--- src/rtl/seg7_pkg.sv ---
// Shared types and helpers for the seven-segment scan driver.
package seg7_pkg;

  // Scan sequencer states; BLANK is reachable only with ghost blanking compiled in.
  typedef enum logic [1:0] {
    IDLE  = 2'd0,
    SHOW  = 2'd1,
    BLANK = 2'd2
  } scan_state_e;

  // Segments per digit, including the decimal point.
  localparam int unsigned SEG_WIDTH_DEFAULT = 8;

  // Maps one logical bit (1 = lit / enabled) onto the board's electrical level.
  function automatic logic apply_polarity(input logic value, input bit led_logic);
    return led_logic ? value : ~value;
  endfunction

endpackage

--- src/rtl/seg7_scan_mux_if.sv ---
// Pattern-in / display-out bundle between walking_circle, the scan driver and the board.
interface seg7_scan_mux_if #(
  parameter int unsigned NUM_OF_DISPLAYS = 6,
  parameter int unsigned SEG_WIDTH       = 8
);

  logic                                        tick_i;
  logic [NUM_OF_DISPLAYS-1:0][SEG_WIDTH-1:0]   seg7_i;
  logic [SEG_WIDTH-1:0]                        seg_o;
  logic [NUM_OF_DISPLAYS-1:0]                  digit_sel_o;
  logic                                        frame_done_o;

  // Pattern source / tick source side.
  modport master (
    output tick_i,
    output seg7_i,
    input  seg_o,
    input  digit_sel_o,
    input  frame_done_o
  );

  // Scan driver side.
  modport slave (
    input  tick_i,
    input  seg7_i,
    output seg_o,
    output digit_sel_o,
    output frame_done_o
  );

endinterface

--- src/rtl/seg7_scan_mux.sv ---
// Time-multiplexed seven-segment scan driver.
// Shadows a whole frame of digit patterns at frame start and walks one shared segment bus
// across one-hot digit enables on each tick. Optional ghost blanking (one dark tick after
// every digit) is enabled by defining SEG7_SCAN_GHOST_BLANK_EN.
module seg7_scan_mux #(
  parameter int unsigned NUM_OF_DISPLAYS = 6,
  parameter int unsigned SEG_WIDTH       = seg7_pkg::SEG_WIDTH_DEFAULT,
  parameter int unsigned DWELL_TICKS     = 4,
  parameter bit          LED_LOGIC       = 1'b1
) (
  input logic              clk_i,
  input logic              rst_i,
  seg7_scan_mux_if.slave   scan_if
);

  import seg7_pkg::*;

  localparam int unsigned IDX_W   = $clog2(NUM_OF_DISPLAYS);
  localparam int unsigned DWELL_W = $clog2(DWELL_TICKS + 1);

  localparam logic [IDX_W-1:0]   LAST_IDX   = IDX_W'(NUM_OF_DISPLAYS - 1);
  localparam logic [DWELL_W-1:0] LAST_DWELL = DWELL_W'(DWELL_TICKS - 1);

  localparam logic [SEG_WIDTH-1:0]       SEG_INACTIVE = {SEG_WIDTH{~LED_LOGIC}};
  localparam logic [NUM_OF_DISPLAYS-1:0] SEL_INACTIVE = {NUM_OF_DISPLAYS{~LED_LOGIC}};

  typedef logic [NUM_OF_DISPLAYS-1:0][SEG_WIDTH-1:0] frame_t;

  scan_state_e                r_state;
  logic [IDX_W-1:0]           r_idx;
  logic [DWELL_W-1:0]         r_dwell;
  frame_t                     r_shadow;
  logic [SEG_WIDTH-1:0]       r_seg;
  logic [NUM_OF_DISPLAYS-1:0] r_sel;
  logic                       r_frame_done;

  scan_state_e                w_state_d;
  logic [IDX_W-1:0]           w_idx_d;
  logic [DWELL_W-1:0]         w_dwell_d;
  frame_t                     w_shadow_d;
  logic                       w_frame_done_d;
  logic                       w_advance;

  logic [SEG_WIDTH-1:0]       w_seg_logical;
  logic [NUM_OF_DISPLAYS-1:0] w_sel_logical;
  logic [SEG_WIDTH-1:0]       w_seg_d;
  logic [NUM_OF_DISPLAYS-1:0] w_sel_d;

  // Next-state: sequencer, dwell counter, digit index and frame shadow.
  always_comb begin
    w_state_d      = r_state;
    w_idx_d        = r_idx;
    w_dwell_d      = r_dwell;
    w_shadow_d     = r_shadow;
    w_frame_done_d = 1'b0;
    w_advance      = 1'b0;

    case (r_state)
      IDLE: begin
        if (scan_if.tick_i) begin
          w_shadow_d = scan_if.seg7_i;
          w_idx_d    = '0;
          w_dwell_d  = '0;
          w_state_d  = SHOW;
        end
      end
      SHOW: begin
        if (scan_if.tick_i) begin
          if (r_dwell == LAST_DWELL) begin
            w_dwell_d = '0;
`ifdef SEG7_SCAN_GHOST_BLANK_EN
            w_state_d = BLANK;
`else
            w_advance = 1'b1;
`endif
          end else begin
            w_dwell_d = r_dwell + 1'b1;
          end
        end
      end
      BLANK: begin
`ifdef SEG7_SCAN_GHOST_BLANK_EN
        if (scan_if.tick_i) begin
          w_advance = 1'b1;
        end
`else
        w_state_d = IDLE;
`endif
      end
      default: w_state_d = IDLE;
    endcase

    // Step to the next digit; the shadow is only refreshed when the frame wraps.
    if (w_advance) begin
      w_state_d = SHOW;
      if (r_idx == LAST_IDX) begin
        w_idx_d        = '0;
        w_shadow_d     = scan_if.seg7_i;
        w_frame_done_d = 1'b1;
      end else begin
        w_idx_d = r_idx + 1'b1;
      end
    end
  end

  // Output decode from the next state, so outputs are registered alongside the state.
  always_comb begin
    w_seg_logical = '0;
    w_sel_logical = '0;
    if (w_state_d == SHOW) begin
      for (int k = 0; k < int'(NUM_OF_DISPLAYS); k++) begin
        if (w_idx_d == IDX_W'(k)) begin
          w_sel_logical[k] = 1'b1;
          w_seg_logical    = w_shadow_d[k];
        end
      end
    end
    for (int b = 0; b < int'(SEG_WIDTH); b++) begin
      w_seg_d[b] = apply_polarity(w_seg_logical[b], LED_LOGIC);
    end
    for (int d = 0; d < int'(NUM_OF_DISPLAYS); d++) begin
      w_sel_d[d] = apply_polarity(w_sel_logical[d], LED_LOGIC);
    end
  end

  // State and output registers; reset blanks the display immediately.
  always_ff @(posedge clk_i or posedge rst_i) begin
    if (rst_i) begin
      r_state      <= IDLE;
      r_idx        <= '0;
      r_dwell      <= '0;
      r_shadow     <= '0;
      r_seg        <= SEG_INACTIVE;
      r_sel        <= SEL_INACTIVE;
      r_frame_done <= 1'b0;
    end else begin
      r_state      <= w_state_d;
      r_idx        <= w_idx_d;
      r_dwell      <= w_dwell_d;
      r_shadow     <= w_shadow_d;
      r_seg        <= w_seg_d;
      r_sel        <= w_sel_d;
      r_frame_done <= w_frame_done_d;
    end
  end

  assign scan_if.seg_o        = r_seg;
  assign scan_if.digit_sel_o  = r_sel;
  assign scan_if.frame_done_o = r_frame_done;

endmodule

--- src/flat_wrapper.sv ---
// flat-port wrapper written by rule: the top's interface ports become plain ports
module seg7_scan_mux_flat import seg7_pkg::*;
#(
  parameter int unsigned NUM_OF_DISPLAYS = 6,
  parameter int unsigned SEG_WIDTH       = seg7_pkg::SEG_WIDTH_DEFAULT,
  parameter int unsigned DWELL_TICKS     = 4,
  parameter bit          LED_LOGIC       = 1'b1
)
  (clk_i, rst_i, scan_if_tick_i, scan_if_seg7_i, scan_if_seg_o, scan_if_digit_sel_o, scan_if_frame_done_o);
  seg7_scan_mux_if #(.NUM_OF_DISPLAYS(NUM_OF_DISPLAYS), .SEG_WIDTH(SEG_WIDTH)) scan_if_i ();
  input logic clk_i;
  input logic rst_i;
  input wire logic [$bits(scan_if_i.tick_i)-1:0] scan_if_tick_i;
  input wire logic [$bits(scan_if_i.seg7_i)-1:0] scan_if_seg7_i;
  output wire logic [$bits(scan_if_i.seg_o)-1:0] scan_if_seg_o;
  output wire logic [$bits(scan_if_i.digit_sel_o)-1:0] scan_if_digit_sel_o;
  output wire logic [$bits(scan_if_i.frame_done_o)-1:0] scan_if_frame_done_o;
  assign scan_if_i.tick_i = scan_if_tick_i;
  assign scan_if_i.seg7_i = scan_if_seg7_i;
  assign scan_if_seg_o = scan_if_i.seg_o;
  assign scan_if_digit_sel_o = scan_if_i.digit_sel_o;
  assign scan_if_frame_done_o = scan_if_i.frame_done_o;
  seg7_scan_mux #(.NUM_OF_DISPLAYS(NUM_OF_DISPLAYS), .SEG_WIDTH(SEG_WIDTH), .DWELL_TICKS(DWELL_TICKS), .LED_LOGIC(LED_LOGIC)) u_core (.clk_i(clk_i), .rst_i(rst_i), .scan_if(scan_if_i));
endmodule
--- config.mk ---
export PLATFORM = sky130hd
export DESIGN_NAME = seg7_scan_mux_flat
export DESIGN_NICKNAME = d
export VERILOG_FILES = /design/src/rtl/seg7_pkg.sv /design/src/rtl/seg7_scan_mux_if.sv /design/src/rtl/seg7_scan_mux.sv /design/src/flat_wrapper.sv
export SDC_FILE = /design/constraint.sdc
export NUM_CORES = 1
export LEC_CHECK = 0
export CAP_MARGIN = 20
export CORE_MARGIN = 1.5
export CORE_UTILIZATION = 52
export DETAILED_ROUTE_END_ITERATION = 10
export GPL_ROUTABILITY_DRIVEN = 0
export HOLD_SLACK_MARGIN = 0.05
export PLACE_DENSITY = 0.8
export SETUP_SLACK_MARGIN = 0.1
export SLEW_MARGIN = 30
export SYNTH_ARGS = -nofsm -noshare
export SYNTH_HDL_FRONTEND = slang
export SYNTH_SLANG_ARGS = --single-unit
--- constraint.sdc ---
create_clock -name clk_i -period 3.1 [get_ports clk_i]
set_input_delay 0.62 -clock clk_i [delete_from_list [all_inputs] [get_ports clk_i]]
set_output_delay 0.62 -clock clk_i [all_outputs]
set_load 0.01 [all_outputs]
# Word level (Yosys, flattened, before mapping)
# Cells that the tools add are included.
[totals] regBits=71 out_inout_bits=15
[op_classes] addsub=2 eq_ne=11 muxes=34 reduce_logical=4
[op_table] cell="48-bit two-way mux" n=4
[op_table] cell="8-bit two-way mux" n=7
[op_table] cell="3-bit two-way mux" n=7
[op_table] cell="1-bit two-way mux" n=11
[op_table] cell="3-bit by 2-bit equality test with 1-bit output (second input constant)" n=3
[op_table] cell="3-bit equality test (second input constant)" n=3
[op_table] cell="3-bit by 1-bit adder with 3-bit output (second input constant)" n=2
[op_table] cell="6-bit two-way mux" n=1
[op_table] cell="3-bit case mux with 2 select lines" n=1
[op_table] cell="2-bit by 1-bit equality test with 1-bit output (second input constant)" n=2
[op_table] cell="2-bit two-way mux" n=2
[op_table] cell="2-bit inequality test (second input constant)" n=2
[op_table] cell="2-bit case mux with 2 select lines" n=1
[op_table] cell="3-bit by 1-bit equality test with 1-bit output (second input constant)" n=1
[op_table] cell="3-bit logical NOT" n=1
[op_table] cell="3-bit AND reduction" n=1
[op_table] cell="2-bit logical NOT" n=1
[op_table] cell="2-bit nonzero test" n=1

# Depth between registers and ports, before layout
# Gate-level depths: netlist of run 1.
[depth] ltp_word=13 depth_mapped=9 mapped_depth_nobuf=8

# Worst setup path before layout of run 1
# OpenSTA, ideal clock, no wires.
[synth_timing] path_kind="input to register" from="in scan_if_tick_i" to="reg u_core.r_seg[7] (netlist: u_core.scan_if.seg_o[7])" setup_time_ns=0.126 t_arrival_ns=2.119 setup_slack_ns=0.855 path_stages=8 n_path_buf=3 path_cell_list="nand2b_1 > buf_2 > o31ai_4 > buf_6 > buf_6 > mux2_1 > a21oi_1 > nor3_2"
[synth_lines] item="start: declaration" line="flat_wrapper.sv:13" source="input wire logic [$bits(scan_if_i.tick_i)-1:0] scan_if_tick_i;"
[synth_lines] item="end signal: assignment" line="seg7_scan_mux.sv:141" source="r_seg <= w_seg_d;"
[synth_lines] item="end: declaration" line="seg7_scan_mux.sv:33" source="logic [SEG_WIDTH-1:0] r_seg;"

==> impl_metrics.py, run 1 <==
metrics = {
    "cts": {
        "clock_latency_ns": 0.35,
        "max-clock-path-buffers": 2,
        "cts_tree": "yes",
        "cts_root_buffer": "clkbuf_8",
        "cts_buffers": 9,
        "clkTransAtPathRegs_ns": 0.07,
        "cts_max_level": 3,
        "post_cts_buffers": 0,
        "cts.repair.resized": 0,
        "cts.sinks": 71,
        "ctsHoldBuffers": 0,
    },
    "placed_design": {
        "port_buffers": 65,
        "dp_hpwl_mm": 5.96,
        "dp_cells": 477,
    },
    "synth": {
        "seq_area_frac_synth": 0.521,
        "ys_types": 44,
        "syn-num-nets": 388,
        "yosys-top-cells-area": "dfrtp_1, nand2_1, mux2_2",
        "synthArstFlopShare": 1.00,
        "synth_edf_count": 0,
        "ys.flop_type": "dfrtp_1",
        "avgSynthCellArea_um2": 10.2,
        "yosys.area.top_type": "dfrtp_1",
        "ys_ff_latch": 71,
        "yosysWarningCount": 0,
        "synthesis.instances": 336,
        "netlist_area_mm2": 0.00341,
        "synth_top_area_share": 0.521,
    },
    "layout": {
        "final_nets": 463,
        "final_cell_mix": "nand2_1, dfrtp_1, clkdlybuf4s50_1",
        "final_cells": 492,
        "drive_gt1_frac": 0.178,
        "final_common_cell": "nand2_1",
        "antenna_cells": 0,
        "synthToLayoutAreaGrowth_pct": 29.3,
        "fill_cells": 494,
        "final_util": 0.695,
    },
    "route": {
        "routed_via_density": 5.68,
        "wl_met1_mm": 3.47,
        "routed.top_layer": "met4",
        "ant_nets": 0,
        "drtIter0Drc": 189,
        "routed_wirelength_mm": 8.14,
        "wl_met3_um": 475,
        "first_pass_iters": 5,
        "met2_length_mm": 4.09,
        "drc_errors": 0,
        "wl_per_cell_um": 16.5,
        "num_vias": 2794,
    },
    "global_routing": {
        "grt_max_degree": 41,
        "grt_pass1_wl_mm": 13.5,
        "antenna_found_initial": 0,
        "grt_use_total": 0.245,
        "first_global_vias": 2750,
        "grt-ovfl-total": 0,
    },
    "worst_setup_path": {
        "reg2reg_slack_ns": 0.60,
        "startpoint": "scan_if_tick_i",
        "slowest_stage": "o31ai_4",
        "critPathArrivalTime_ns": 2.88,
        "endpoint_kind": "flip-flop",
        "critical_path_class": "input pin to flip-flop",
        "max_stage_delay_ns": 0.57,
        "crit_chain": "clkdlybuf4s50_1 > nand2b_1 > o31ai_4 > buf_6 > mux2_2 > a22o_1 > o211a_1",
        "r2r-start": "u_core.r_dwell[0]$_DFFE_PP0P_",
        "cp-start-kind": "input pin",
        "cp.required_ns": 3.33,
        "critPathMaxFanout": 13,
    },
    "timing": {
        "skew_ns": 0.0100,
        "hold_slack_ns": 0.468,
        "rsz0062_at_grt": "no",
        "drv_slew": 0,
        "period_share": 0.855,
        "setup_viol": 0,
        "worst_pin_slew_ns": 0.698,
        "tns_ns": 0,
        "clock.fmax_mhz": 377,
        "slew_headroom": 0.523,
        "finalHoldViolCount": 0,
        "finalCriticalPeriod_ns": 2.65,
    },
    "power": {
        "cellLeakagePower_nw": 1.99,
        "powerDensity_mw_per_mm2": 645,
        "ir_drop_v": 0.000364,
        "finalPower_w": 0.00285,
    },
    "floorplanning": {
        "die_y_um": 84.0,
        "core-area_mm2": 0.00635,
        "die_width_um": 84.0,
        "die_area_mm2": 0.00705,
        "start_util": 0.537,
        "row_count": 29,
        "io_pins": 66,
    },
    "run": {
        "maxCapViolCount": 0,
    },
    "worst_hold_path": {
        "worstHoldPathType": "flip-flop to flip-flop",
        "min_from": "u_core.r_shadow[24]$_DFF_PP0_",
    },
    "status": {
        "status": "finished, final reports clean",
    },
}
[area by class of cell]
class	instances	area (um^2)	share of cell area
clock buffer	12	155	0.0352
timing repair buffer	84	810	0.183
tap	77	96.3	0.0218
multi-input combinational	238	1510	0.341
inverter	7	26.3	0.00596
clock inverter	3	42.5	0.00964
sequential	71	1780	0.403
[cells by family (layout without fill, tap and decap cells)]
group / Yosys count / count (layout) / share of synthesized area
compound gates: 60 / 60 / 0.120
fa+ha+maj: 1 / 1 / 0.00367
buf+inv: 27 / 106 / 0.0392
simple gates: 143 / 143 / 0.199
mux: 32 / 32 / 0.114
other cells: 1 / 1 / 0.00110
xor+xnor: 1 / 1 / 0.00257
flops: 71 / 71 / 0.521
[critical path, delay by kind of cell]
kind	cells	cell delay, ns
AND/OR/NAND/NOR	1	0.12
AO/OA/AOI/OAI	3	1.00
multiplexers	1	0.36
buffers and inverters	2	0.78
[per-stage QoR]
step / cell area [um^2] / setup slack [ns]
after floorplan: 3410 / 0.683
after global placement: 4200 / -0.165
after detailed placement: 4210 / -0.0203
after CTS: 4410 / 0.328
after global routing: 4410 / 0.298
final: 4410 / 0.448
[layer usage]
metal  vias up  global-route usage
met3        11              0.0386
met1      1352               0.324
li1       1320                   -
met4         0              0.0939
met2       111               0.408
met5         -                   0
[state kept, by name, summed over array words and instances (netlist names)]
signal / flops
u_core.r_idx: 3
u_core.scan_if.digit_sel_o: 6
u_core.r_shadow: 48
u_core.scan_if.frame_done_o: 1
u_core.scan_if.seg_o: 8
u_core.r_state: 2
u_core.r_dwell: 3
[cells in the mapped netlist (all sizes together) (2+ instances only)]
library cell,count
nand2,78
a22o,3
o2bb2ai,5
nor4,9
nand3,29
o21ai,16
o21a,3
or4,2
nor2b,2
o22ai,6
o211a,3
inv,7
nor2,9
buf,11
mux2,30
mux2i,2
clkbuf,9
nor3,7
dfrtp,71
a21oi,16
a21o,2
nand2b,3
[where the power goes]
group	internal, W	switching (W)
Sequential	0.00110	0.0000766
Combinational	0.000426	0.000506
Clock	0.000410	0.000332
[final timing paths]
check                                                    end  cells past startpoint
hold / removal                 u_core.r_shadow[24]$_DFF_PP0_                      2
min in group asynchronous  u_core.scan_if.seg_o[3]$_DFF_PP0_                      3
setup reg to reg           u_core.scan_if.seg_o[6]$_DFF_PP0_                      7
hold reg to reg                u_core.r_shadow[24]$_DFF_PP0_                      2
max in group asynchronous        u_core.r_state[1]$_DFF_PP0_                      3
setup / recovery           u_core.scan_if.seg_o[6]$_DFF_PP0_                      7
No activity file was read; power rests on OpenSTA's default activity.
==> inputs of run 2 (changes only) <==
--- a/config.mk
+++ b/config.mk
@@ -7,13 +7,12 @@
 export LEC_CHECK = 0
 export CAP_MARGIN = 20
 export CORE_MARGIN = 1.5
-export CORE_UTILIZATION = 52
+export CORE_UTILIZATION = 45
 export DETAILED_ROUTE_END_ITERATION = 10
 export GPL_ROUTABILITY_DRIVEN = 0
 export HOLD_SLACK_MARGIN = 0.05
-export PLACE_DENSITY = 0.8
+export PLACE_DENSITY = 0.71
 export SETUP_SLACK_MARGIN = 0.1
-export SLEW_MARGIN = 30
 export SYNTH_ARGS = -nofsm -noshare
 export SYNTH_HDL_FRONTEND = slang
 export SYNTH_SLANG_ARGS = --single-unit
==> run 2 against run 1 <==
  * Fmax decreased by 6.9%
  * Non-clock buffer count decreased by 3
  * Die area increased by 15%
  * Largest cell class unchanged
  * Largest power group unchanged
  * Critical path depth increased by 1
==> impl_metrics.py, run 2 (synthesis results as in run 1) <==
metrics = {
    "layout": {
        "drive_gt1_frac": 0.172,
        "final_nets": 460,
        "top_register": "u_core.r_shadow",
        "multi_input_area_mm2": 0.00150,
        "final_common_cell": "nand2_1",
        "fill_cells": 640,
        "antenna_cells": 0,
        "regArea_mm2": 0.00178,
        "largest_reg_flops": 48,
        "synthToLayoutAreaGrowth_pct": 30.0,
        "final_cell_mix": "nand2_1, dfrtp_1, clkdlybuf4s50_1",
    },
    "timing": {
        "setup_viol": 0,
        "tns_ns": 0,
        "rsz0062_at_grt": "no",
        "finalCriticalPeriod_ns": 2.85,
        "clock.fmax_mhz": 351,
        "slew_headroom": 0.277,
        "finalHoldViolCount": 0,
        "drv_slew": 0,
        "period_share": 0.919,
        "worst_pin_slew_ns": 1.08,
        "skew_ns": 0.00867,
    },
    "cts": {
        "cts_buffers": 9,
        "ctsHoldBuffers": 0,
        "cts_max_level": 3,
        "max-clock-path-buffers": 2,
        "post_cts_buffers": 0,
        "cts.repair.resized": 0,
        "cts_root_buffer": "clkbuf_8",
        "clock_latency_ns": 0.34,
        "clkTransAtPathRegs_ns": 0.08,
        "cts_tree": "yes",
        "cts.sinks": 71,
    },
    "placed_design": {
        "dp_hpwl_mm": 5.73,
        "port_buffers": 65,
    },
    "route": {
        "drc_errors": 0,
        "routed_via_density": 5.23,
        "wl_per_cell_um": 15.6,
        "ant_nets": 0,
        "drtIter0Drc": 149,
        "routed_wirelength_mm": 7.97,
        "num_vias": 2670,
        "first_pass_iters": 4,
    },
    "worst_setup_path": {
        "cp.required_ns": 3.32,
        "critPathMaxFanout": 20,
        "critPathArrivalTime_ns": 3.07,
        "cp-start-kind": "input pin",
        "critical_path_class": "input pin to flip-flop",
        "endpoint_kind": "flip-flop",
    },
    "global_routing": {
        "antenna_found_initial": 0,
        "first_global_vias": 2677,
        "grt_max_degree": 45,
        "grt-ovfl-total": 0,
        "grt_pass1_wl_mm": 13.3,
        "grt_use_total": 0.208,
    },
    "power": {
        "cellLeakagePower_nw": 1.99,
        "finalPower_w": 0.00288,
        "ir_drop_v": 0.000249,
        "powerDensity_mw_per_mm2": 649,
    },
    "floorplanning": {
        "die_y_um": 90.1,
        "die_width_um": 90.1,
        "io_pins": 66,
        "start_util": 0.468,
        "row_count": 31,
        "die_area_mm2": 0.00811,
        "core-area_mm2": 0.00729,
    },
    "worst_hold_path": {
        "worstHoldPathType": "flip-flop to flip-flop",
    },
    "status": {
        "status": "finished, final reports clean",
    },
    "run": {
        "maxCapViolCount": 0,
    },
}
run 2: metal layers:
layer | track usage | wire (um) | vias to the layer above
met4 | 0.0833 | 116 | 0
met3 | 0.0372 | 469 | 9
li1 | - | - | 1322
met1 | 0.297 | 3770 | 1237
met5 | 0 | 0 | -
met2 | 0.315 | 3610 | 102
run 2: power breakdown:
group	total [W]	switching, W	internal (W)
clock network	0.000792	0.000345	0.000447
logic	0.000908	0.000489	0.000419
registers	0.00118	0.0000826	0.00110
run 2: critical path, stage by stage:
cell and delay, ns:
clkdlybuf4s50_1 0.51, nand2b_1 0.12, o31ai_4 0.87, buf_12 0.24
mux2_4 0.32, o2bb2ai_1 0.12, a21oi_1 0.18, nor4_2 0.06
run 2: area by class of cell:
class                   count  area share
clock buffers               9      0.0279
clock inverters             6      0.0195
inverters                   7     0.00593
multi-input cells         238       0.338
flip-flops and latches     71       0.401
well taps                  99      0.0279
repair buffers             81       0.180
run 2: worst paths after layout:
path	startpoint	end	slack, ns	depth (start not counted)
max in group asynchronous	rst_i	u_core.r_idx[2]$_DFF_PP0_	1.78	3
min in group asynchronous	rst_i	u_core.r_shadow[37]$_DFF_PP0_	0.67	2
setup / recovery	scan_if_tick_i	u_core.scan_if.seg_o[5]$_DFF_PP0_	0.25	8
hold / removal	u_core.r_shadow[45]$_DFF_PP0_	u_core.r_shadow[45]$_DFF_PP0_	0.47	2
hold reg to reg	u_core.r_shadow[45]$_DFF_PP0_	u_core.r_shadow[45]$_DFF_PP0_	0.47	2
setup reg to reg	u_core.r_idx[1]$_DFF_PP0_	u_core.scan_if.seg_o[5]$_DFF_PP0_	0.30	7
run 2: through the flow:
step	utilization	hold WS [ns]	setup WS, ns	cells	cell area, um^2
2_1_floorplan	-	0.432	0.683	336	3410
3_3_place_gp	0.579	0.443	-0.0890	496	4220
3_5_place_dp	0.579	0.451	-0.204	496	4220
4_1_cts	0.608	0.469	0.163	511	4430
5_1_grt	0.608	0.487	0.101	511	4430
6_report	0.608	0.468	0.251	511	4430
